$ cat config.mk
export PLATFORM = sky130hd
export DESIGN_NAME = seg_scan
export DESIGN_NICKNAME = d
export VERILOG_FILES = /design/src/rtl/seg_scan.sv
export SDC_FILE = /design/constraint.sdc
export NUM_CORES = 1
export LEC_CHECK = 0
export ABC_AREA = 1
export ABC_CLOCK_PERIOD_IN_PS = 3200
export CORE_MARGIN = 5
export CORE_UTILIZATION = 27
export DETAILED_ROUTE_END_ITERATION = 6
export GPL_TIMING_DRIVEN = 1
export PLACE_DENSITY_LB_ADDON = 0.1
export SLEW_MARGIN = 10
export SYNTH_ARGS = -nofsm -noshare
export SYNTH_HDL_FRONTEND = slang
export SYNTH_SLANG_ARGS = --single-unit
export TNS_END_PERCENT = 20
$ cat constraint.sdc
create_clock -name clk -period 3.2 [get_ports clk]
set_clock_uncertainty 0.2 [all_clocks]
set_input_delay 0.64 -clock clk [delete_from_list [all_inputs] [get_ports clk]]
set_output_delay 0.64 -clock clk [all_outputs]
set_load 0.02 [all_outputs]
$ cat src/rtl/seg_scan.sv
// seg_scan: four-digit multiplexed 7-segment scanner.
// A prescaler times each digit slot. The digit, decimal-point and
// leading-zero inputs are snapshotted once per frame, so a frame that is
// already on the display never tears. An optional blink gates the whole
// display on and off in units of full frames.
//
// Blink phase:
// state   | meaning
// PH_ON   | display visible (always the case while blink=0)
// PH_OFF  | display dark; scanning and snapshots keep running
module seg_scan #(
  parameter int SCAN_DIV     = 100000,
  parameter int BLINK_FRAMES = 64
) (
  input  logic        clk,
  input  logic        rst,
  input  logic [15:0] digits,
  input  logic [3:0]  dp_mask,
  input  logic        blank_lead,
  input  logic        blink,
  output logic [6:0]  seg,
  output logic        dp,
  output logic [3:0]  an,
  output logic        frame_tick
);

  localparam int PW = (SCAN_DIV > 1) ? $clog2(SCAN_DIV) : 1;
  localparam int BW = (BLINK_FRAMES > 1) ? $clog2(BLINK_FRAMES) : 1;
  localparam logic [PW-1:0] PRESC_LAST = PW'(SCAN_DIV - 1);
  localparam logic [BW-1:0] BLINK_LAST = BW'(BLINK_FRAMES - 1);

  typedef enum logic {PH_ON, PH_OFF} phase_t;

  logic [PW-1:0] presc;
  logic [1:0]    slot;
  logic [BW-1:0] blink_cnt;
  phase_t        phase;
  logic [15:0]   snap_digits;
  logic [3:0]    snap_dp;
  logic          snap_blank;

  logic          presc_wrap;
  logic          tick;
  logic [3:0]    cur_digit;
  logic [3:0]    lead_blank;
  logic [6:0]    seg_code;
  logic          dark;

  assign presc_wrap = (presc == PRESC_LAST);
  assign tick       = presc_wrap && (slot == 2'd3);

  // Prescaler and digit slot counter.
  always_ff @(posedge clk) begin
    if (!rst) begin
      presc <= '0;
      slot  <= 2'd0;
    end else if (presc_wrap) begin
      presc <= '0;
      slot  <= slot + 2'd1;
    end else begin
      presc <= presc + PW'(1);
    end
  end

  // Frame snapshot, loaded only as a frame ends so a frame never mixes old and new data.
  always_ff @(posedge clk) begin
    if (!rst) begin
      snap_digits <= 16'h0000;
      snap_dp     <= 4'b0000;
      snap_blank  <= 1'b0;
    end else if (tick) begin
      snap_digits <= digits;
      snap_dp     <= dp_mask;
      snap_blank  <= blank_lead;
    end
  end

  // Blink phase machine: counts frames and flips phase every BLINK_FRAMES frames.
  always_ff @(posedge clk) begin
    if (!rst || !blink) begin
      blink_cnt <= '0;
      phase     <= PH_ON;
    end else if (tick) begin
      if (blink_cnt == BLINK_LAST) begin
        blink_cnt <= '0;
        phase     <= (phase == PH_ON) ? PH_OFF : PH_ON;
      end else begin
        blink_cnt <= blink_cnt + BW'(1);
      end
    end
  end

  // Output decode straight from registered state (no extra pipeline stage).
  always_comb begin
    cur_digit     = snap_digits[{slot, 2'b00} +: 4];
    lead_blank    = 4'b0000;
    lead_blank[3] = snap_blank && (snap_digits[15:12] == 4'd0);
    lead_blank[2] = lead_blank[3] && (snap_digits[11:8] == 4'd0);
    lead_blank[1] = lead_blank[2] && (snap_digits[7:4] == 4'd0);

    case (cur_digit)
      4'd0:    seg_code = 7'b1000000;
      4'd1:    seg_code = 7'b1111001;
      4'd2:    seg_code = 7'b0100100;
      4'd3:    seg_code = 7'b0110000;
      4'd4:    seg_code = 7'b0011001;
      4'd5:    seg_code = 7'b0010010;
      4'd6:    seg_code = 7'b0000010;
      4'd7:    seg_code = 7'b1111000;
      4'd8:    seg_code = 7'b0000000;
      4'd9:    seg_code = 7'b0010000;
      default: seg_code = 7'b0111111;
    endcase

    // Dead time on the last prescaler count avoids ghosting between digits.
    dark       = presc_wrap || (phase == PH_OFF);
    seg        = lead_blank[slot] ? 7'b1111111 : seg_code;
    an         = dark ? 4'b1111 : ~(4'b0001 << slot);
    dp         = dark ? 1'b1 : ~snap_dp[slot];
    frame_tick = tick;
  end

endmodule
==> impl_metrics.toml, run 1 <==
[placement]
postPlaceCellArea_um2 = 3014
dpl_worst_slack_ns = 0.2982
gp_congestion = 0.8020
dp_hpwl_mm = 4.773
numPortBuffers = 36

[pwr]
p_sw_frac = 0.2234
p_clk_frac = 0.355
p_leak_nw = 1.287
seq_power_share = 0.592
switching_power_mw = 0.2222
cellPowerDensity_nw_per_um2 = 318.3
max-vdd-ir-drop_mv = 0.1436
p_comb_frac = 0.052
p_int_mw = 0.7726

[sta]
grt_setup_unrepaired = "yes"
final-setup-viol-count = 0
worst_pin_slew_ns = 0.5799
fin_crit_ns = 3.076
fin_crit_sh = 0.9613
slew_headroom = 0.6104
fin_ws_ns = 0.1237
slew_violations = 0
fmax_mhz = 325.1
hold_violations = 0

[final_layout]
layout_common_cells = "86 x nor2_1, 64 x nand2_1, 45 x dfxtp_1"
finalInstanceArea_um2 = 3126
drive_gt1_frac = 0.08213
n_fill_cell = 1016
final_nets = 448
regArea_um2 = 943.4
syn2layout_area_growth_pct = 23.36
antennaDiodeCount = 0
final_common_cell = "nor2_1"
multi_input_area_um2 = 1416

[logic_synthesis]
yosys_warnings = 0
syn_inst = 374
netlist.area_leader.share = 0.3714
syn_avg_cell_area_um2 = 6.775
synth_cell_types = 29
synthXorXnorAreaFrac = 0.02765
synth_nets = 409
synth_top_family_by_area = "simple AND/OR/NAND/NOR gates"
muxShareOfSynthArea = 0
synth_area_leaders = "dfxtp_1 37%, nor2_1 13%, nand2_1 9.8%"
syn_area_um2 = 2534
yosys.area_share.simple = 0.3575
synth_compound_area_frac = 0.1146
synth_seq_area_share = 0.3714
yosys.area_share.adder = 0.05432
ys_ff_latch = 47
synth_top_area_cell = "dfxtp_1"

[floorplan]
initial_core_util = 0.2755
rows = 35
die_y_um = 106.9
dieArea_um2 = 11420
io_pins = 37
core_um2 = 9196
die_width_um = 106.9

[setup_path]
regToRegSetupSlack_ns = 0.96
cp-start-kind = "flop"
cp-end-kind = "primary output"
path_class = "reg -> out"
worstPathRequired_ns = 2.36
arrival_ns = 2.24
crit_path_max_fanout = 7

[global_route]
grt_max_degree = 26
grt_pass1_vias = 2152
grt_pass1_wl_mm = 10.45
antenna_found_initial = 0
globalRouteTotalUtil = 0.1130
grt_overflow_total = 0

[clock_network]
htreeDepth = 2
clkLatencyLatePin_ns = 0.30
tritoncts = "yes"
clk_pin_slew_ns = 0.09
cts.sinks = 47
cts_setup_buffers = 0
cts-root-buf = "clkbuf_8"
numCtsBuffers = 5
cts_buffer_depth = 2

[status]
status = "completed"

[route]
wirelength_mm = 6.287
vias_per_cell = 4.478
antenna_left = 0
vias = 2351
drc_errors = 0
drt_pass1_iterations = 5
drt_iter0_drc = 77
wl_per_cell_um = 11.98

[flow_run]
max_cap_viol_count = 0

[hold_path]
hold_path.class = "reg -> reg"
## cells by family after synthesis
family          count (synthesis)
simple gates                  208
compound gates                 56
flops                          47
buf+inv                        44
fa+ha+maj                      11
xor+xnor                        8
## power groups by stage
stage / clock (mW) / combinational, mW / sequential, mW
2_1_floorplan: 0 / 0.0179 / 0.603
3_3_place_gp: 0 / 0.0531 / 0.603
3_5_place_dp: 0 / 0.0527 / 0.603
4_1_cts: 0.372 / 0.0532 / 0.589
5_1_grt: 0.402 / 0.0582 / 0.590
6_report: 0.353 / 0.0522 / 0.589
## worst paths after layout
check	start	to	depth (start not counted)
hold / removal	presc[0]$_SDFF_PP0_	presc[0]$_SDFF_PP0_	1
setup / recovery	slot[0]$_SDFFE_PN0P_	seg[6]	9
hold reg to reg	presc[0]$_SDFF_PP0_	presc[0]$_SDFF_PP0_	1
setup reg to reg	presc[0]$_SDFF_PP0_	snap_digits[13]$_SDFFE_PN0P_	9
## registers in the layout, summed over array words and instances (netlist names)
register and flops:
blink_cnt 6, phase 1, presc 17, slot 2
snap_blank 1, snap_digits 16, snap_dp 4
## critical path, cell delays in order (launching register included)
cell and delay [ns]:
dfxtp_2 0.37, a21oi_1 0.15, o21ai_0 0.11, nand2_2 0.13, inv_1 0.09, ha_1 0.19, or2_0 0.23, o21ai_0 0.08
nor2_1 0.06, clkdlybuf4s50_1 0.53
## stage by stage
stage | utilization | total power, mW | TNS (ns) | std cells | hold WS [ns]
final | 0.3399 | 0.9948 | 0 | 525 | 0.2512
after global routing | 0.3399 | 1.050 | -0.08696 | 525 | 0.2659
after CTS | 0.3369 | 1.015 | 0 | 525 | 0.2513
after detailed placement | 0.3278 | 0.6559 | 0 | 517 | 0.2339
after global placement | 0.3278 | 0.6562 | 0 | 517 | 0.2320
after floorplan | - | 0.6207 | 0 | 374 | 0.2175
## synthesized netlist by cell type
master	number
o22ai_1	1
o21ai_2	1
clkbuf_1	3
buf_6	2
nand3_1	27
or2_0	2
inv_2	6
nand2_2	1
buf_2	3
buf_4	1
ha_1	11
nor2_1	87
dfxtp_1	47
and3_1	1
inv_1	28
nor4_1	1
clkinv_2	1
a21oi_1	14
nor2_4	3
nor2_2	2
or2_2	1
xor2_1	8
nand4_1	9
o211ai_1	2
o21ai_0	38
or3_1	1
nand3_2	3
nor3_1	4
nand2_1	66
## what timing repair did
item / 4_1_cts / 5_1_grt
hold buffers: 0 / 0
setup endpoints to repair: 6 / 13
resized for setup: 2 / 10
pin swaps: 0 / 2
## final cells by class
| class | count | area share |
|---|---|---|
| repair buffers | 41 | 0.1321 |
| clock inverters | 1 | 0.001601 |
| multi-input cells | 283 | 0.4532 |
| inverters | 35 | 0.04243 |
| clock buffers | 7 | 0.02442 |
| well taps | 111 | 0.04444 |
| flip-flops and latches | 47 | 0.3018 |
## routing by layer
metal	global-route usage	vias up	part of all wire
met5	0	-	0
met4	0.03014	0	0.011
met3	0.03251	6	0.049
met2	0.1677	35	0.41
met1	0.1597	1028	0.53
li1	-	1282	-
Note: power is estimated with default switching activity, not from simulation.
==> run 2, diff against run 1 <==
--- a/config.mk
+++ b/config.mk
@@ -10,7 +10,7 @@
 export CORE_MARGIN = 5
 export CORE_UTILIZATION = 27
 export DETAILED_ROUTE_END_ITERATION = 6
-export GPL_TIMING_DRIVEN = 1
+export GPL_TIMING_DRIVEN = 0
 export PLACE_DENSITY_LB_ADDON = 0.1
 export SLEW_MARGIN = 10
 export SYNTH_ARGS = -nofsm -noshare
==> run 2 against run 1 <==
Fmax increased by 1.2%; critical path type unchanged; worst hold slack better by 0.0076 ns; largest cell class unchanged; clock power about the same; non-clock buffer count grew 7; total power rose by 0.28%; global-route usage grew 0.28 points; critical endpoint is now seg[0]; cell area up 0.92%.
==> impl_metrics.toml, run 2 (synthesized netlist as in run 1, its figures left out) <==
[final_layout]
largest_reg_flops = 17
largestRegisters = "presc x17, snap_digits x16, blink_cnt x6"
layout_common_cells = "86 x nor2_1, 66 x nand2_1, 45 x dfxtp_1"
n_fill_cell = 1034
syn2layout_area_growth_pct = 24.49
regArea_um2 = 945.9
final-instance-count-excl-fill = 532
final_nets = 455
largest-register = "presc"
final_common_cell = "nor2_1"
drive_gt1_frac = 0.08789
multi_input_area_um2 = 1411
antennaDiodeCount = 0

[setup_path]
crit_buf_inv = 4
cpPeakStageDelay_ns = 0.39
cp-start-kind = "flop"
arrival_ns = 2.20
cp-end-kind = "primary output"
crit_path_max_fanout = 10
path_class = "reg -> out"
cp-startpoint = "slot[0]$_SDFFE_PN0P_"
r2r_start = "presc[0]$_SDFF_PP0_"
worstPathRequired_ns = 2.36
critical-path-top-delay-family = "buffers and inverters"
worstPathCellList = "buf_4 -> o21ai_0 -> nand2_1 -> buf_4 -> ha_1 -> inv_1 -> nand2_1 -> o211ai_1 -> nand3_1 -> dlygate4sd2_1"
worst_path_max_delay_cell = "dfxtp_4"
regToRegSetupSlack_ns = 1.21

[sta]
setup_tns_ns = 0
fin_crit_sh = 0.9499
fin_crit_ns = 3.040
slew_violations = 0
slew_headroom = 0.6137
fmax_mhz = 329.0
hold_violations = 0
final-setup-viol-count = 0
worst_pin_slew_ns = 0.5750

[floorplan]
die_y_um = 106.9
initial_core_util = 0.2755
dieArea_um2 = 11420
rows = 35
io_pins = 37
die_width_um = 106.9
core_um2 = 9196

[route]
drt_iter0_drc = 76
drt_pass1_iterations = 4
wl_per_cell_um = 12.14
vias_per_cell = 4.483
drc_errors = 0
antenna_left = 0
wirelength_mm = 6.459
vias = 2385

[hold_path]
min_from = "presc[0]$_SDFF_PP0_"
hold_path.class = "reg -> reg"

[flow_run]
max_cap_viol_count = 0

[clock_network]
numCtsBuffers = 5
cts_buffer_depth = 2
htreeDepth = 2
cts-root-buf = "clkbuf_8"
tritoncts = "yes"
cts.sinks = 47
cts_hold_repair.buffers = 0
clkLatencyLatePin_ns = 0.30
clk_pin_slew_ns = 0.09

[placement]
dp_hpwl_mm = 4.928
gp_congestion = 0.8096
numPortBuffers = 36
dp.cells = 521

[pwr]
total_power_mw = 0.9976
cellPowerDensity_nw_per_um2 = 316.3
p_leak_nw = 1.258
max-vdd-ir-drop_mv = 0.1271

[global_route]
globalRouteTotalUtil = 0.1158
antenna_found_initial = 0
grt_pass1_vias = 2198
grt_max_degree = 14
grt_overflow_total = 0
grt_pass1_wl_mm = 10.57

[status]
status = "completed"
==> run 2: cell count changes in the layout (fill, tap and decap cells not counted), sizes merged <==
cell           change
clkdlybuf4s50      -7
buf                +4
clkbuf             +4
dlygate4sd2        +6
==> run 2: area by class of cell <==
type | count | share of cell area
Clock buffer | 7 | 0.02420
Tap cell | 111 | 0.04403
Inverter | 35 | 0.04205
Buffer | 9 | 0.01864
Clock inverter | 1 | 0.001587
Multi-Input combinational cell | 283 | 0.4474
Sequential cell | 47 | 0.2999
Timing Repair Buffer | 39 | 0.1222
==> run 2: worst paths after layout <==
path | endpoint | depth (start not counted)
worst max-delay path | seg[0] | 10
worst min-delay path | presc[0]$_SDFF_PP0_ | 1
worst max register to register | snap_digits[6]$_SDFFE_PN0P_ | 9
worst min register to register | presc[0]$_SDFF_PP0_ | 1
==> run 2: layer usage <==
metal | vias to the layer above | global-route usage | part of all wire
met5 | - | 0 | 0
met4 | 0 | 0.03288 | 0.0065
met3 | 5 | 0.02649 | 0.039
met2 | 31 | 0.1826 | 0.43
met1 | 1048 | 0.1585 | 0.52
li1 | 1301 | - | -
==> run 2: what timing repair did <==
action | 4_1_cts | 5_1_grt
pin swaps | 0 | 2
resized for setup | 12 | 9
endpoints found under the setup margin | 13 | 8
setup buffers | 0 | 3
==> run 2: through the flow <==
step / utilization / setup WS (ns) / hold slack, ns / area (um^2)
global route: 0.3430 / -0.01738 / 0.2947 / 3154
finish: 0.3430 / 0.1604 / 0.2589 / 3154
detailed placement: 0.3298 / 0.01687 / 0.2379 / 3033
global placement: 0.3298 / 0.01797 / 0.2356 / 3033
floorplan: - / 0.7701 / 0.2175 / 2534
CTS: 0.3390 / 0.06135 / 0.2591 / 3118
==> run 2: where the power goes <==
part	switching [mW]	internal, mW	total [mW]
Clock	0.202	0.154	0.356
Sequential	0.00202	0.587	0.589
Combinational	0.0214	0.0318	0.0532
==> run 3, diff against run 2 <==
--- a/config.mk
+++ b/config.mk
@@ -7,11 +7,13 @@
 export LEC_CHECK = 0
 export ABC_AREA = 1
 export ABC_CLOCK_PERIOD_IN_PS = 3200
+export CORE_ASPECT_RATIO = 0.75
 export CORE_MARGIN = 5
 export CORE_UTILIZATION = 27
 export DETAILED_ROUTE_END_ITERATION = 6
 export GPL_TIMING_DRIVEN = 0
 export PLACE_DENSITY_LB_ADDON = 0.1
+export SETUP_SLACK_MARGIN = 0.5
 export SLEW_MARGIN = 10
 export SYNTH_ARGS = -nofsm -noshare
 export SYNTH_HDL_FRONTEND = slang
==> run 3 against run 2 <==
Largest power group unchanged; critical path depth shrank 2; first-iteration DRC count rose by 100%; sequential share of layout area shrank 2.2 points; via count grew 1.6%; count of clock-buffer cells in the layout is 1 lower.
==> impl_metrics.toml, run 3 (synthesized netlist as in run 1, its figures left out) <==
[final_layout]
syn2layout_area_growth_pct = 34.57
largestRegisters = "presc x17, snap_digits x16, blink_cnt x6"
drive_gt1_frac = 0.1835
multi_input_area_um2 = 1541
final_common_cell = "nor2_1"
largest_reg_flops = 17
regArea_um2 = 948.4
final_nets = 459
antennaDiodeCount = 0
n_fill_cell = 998
largest-register = "presc"
layout_common_cells = "84 x nor2_1, 58 x nand2_1, 45 x dfxtp_1"

[sta]
worst_pin_slew_ns = 0.6499
slew_violations = 0
hold_ws_ns = 0.2510
fin_crit_ns = 2.695
fin_crit_sh = 0.8421
grt_setup_unrepaired = "yes"
hold_violations = 0
slew_headroom = 0.5634
setup_tns_ns = 0
final-setup-viol-count = 0
fmax_mhz = 371.1

[pwr]
p_leak_nw = 1.319
max-vdd-ir-drop_mv = 0.1591
cellPowerDensity_nw_per_um2 = 339.7

[setup_path]
path_class = "reg -> out"
arrival_ns = 1.85
worst_path_max_delay_cell = "dfxtp_1"
worstPathCellList = "ha_1 -> nand2_1 -> nor2_4 -> nand3_1 -> nor2_4 -> nor2_4 -> nand2_1 -> clkdlybuf4s15_2"
cp-start-kind = "flop"
cp-end-kind = "primary output"
cp_common_cell = "nor2_4"
cpPeakStageDelay_ns = 0.36
crit_path_max_fanout = 5
worstPathRequired_ns = 2.36

[route]
wl_per_cell_um = 12.27
vias = 2422
wirelength_mm = 6.784
antenna_left = 0
drt_pass1_iterations = 4
vias_per_cell = 4.380
drc_errors = 0
drt_iter0_drc = 152

[floorplan]
dieArea_um2 = 11440
core_um2 = 9121
die_width_um = 121.9
io_pins = 37
initial_core_util = 0.2778
die_y_um = 93.90
rows = 30

[clock_network]
clk_pin_slew_ns = 0.06
cts_hold_repair.buffers = 0
htreeDepth = 2
clkLatencyLatePin_ns = 0.29
cts.sinks = 47
tritoncts = "yes"
numCtsBuffers = 5
cts_buffer_depth = 2
cts-root-buf = "clkbuf_16"

[global_route]
antenna_found_initial = 0
grt_busiest_layer = "met1"
grt_util_met2 = 0.1696
globalRouteTotalUtil = 0.1257
grt_pass1_vias = 2268
grt_overflow_total = 0
grt_pass1_wl_mm = 11.28
grt_max_degree = 16
met3_usage = 0.03070
grt_use_met1 = 0.1905

[flow_run]
max_cap_viol_count = 0

[status]
status = "completed"

[hold_path]
hold_path.class = "reg -> reg"

[placement]
gp_congestion = 0.8507
dp_hpwl_mm = 5.182
numPortBuffers = 36
run 3: repair_timing:
action                     4_1_cts  5_1_grt
pin swaps                        6        9
resized for setup               68       33
buffers inserted                 7        0
setup endpoints to repair       13       13
run 3: cell type report:
type,instances,area share
well taps,128,0.04697
clock inverters,2,0.005138
multi-input cells,283,0.4521
flip-flops and latches,47,0.2782
plain buffers,9,0.01982
clock buffers,6,0.03780
inverters,35,0.04330
repair buffers,43,0.1167
run 3: where the power goes:
| part | leakage, nW | switching (mW) | internal (mW) |
|---|---|---|---|
| sequential | 0.381 | 0.00193 | 0.586 |
| clock | 0.0710 | 0.225 | 0.293 |
| combinational | 0.867 | 0.0205 | 0.0316 |
run 3: worst max-delay path: cells and delay by family (launching register included):
family        cells  cell delay (ns)
fa+ha+maj         1             0.18
buf+inv           1             0.27
flops             1             0.36
simple gates      6             0.76
run 3: final timing paths:
check                 startpoint                       to  slack [ns]  cells after the start
min          presc[0]$_SDFF_PP0_      presc[0]$_SDFF_PP0_        0.25                      1
max          presc[0]$_SDFF_PP0_                       dp        0.51                      8
min reg2reg  presc[0]$_SDFF_PP0_      presc[0]$_SDFF_PP0_        0.25                      1
max reg2reg  presc[0]$_SDFF_PP0_  snap_dp[1]$_SDFFE_PN0P_        1.06                     10
run 3: metrics by stage:
stage | cells | power, mW | worst slack (ns) | instance area [um^2] | util
2_1_floorplan | 374 | 0.6207 | 0.7701 | 2534 | -
3_5_place_dp | 538 | 0.6557 | -0.05478 | 3054 | 0.3348
4_1_cts | 553 | 1.184 | 0.4750 | 3311 | 0.3630
5_1_grt | 553 | 1.217 | 0.4057 | 3410 | 0.3738
6_report | 553 | 1.158 | 0.5054 | 3410 | 0.3738
3_3_place_gp | 538 | 0.6560 | -0.03084 | 3054 | 0.3348
run 3: metal layers:
layer / wire length, um / vias to the layer above
met3: 359 / 7
met4: 90 / 0
met5: 0 / -
met2: 2586 / 46
li1: - / 1306
met1: 3748 / 1063
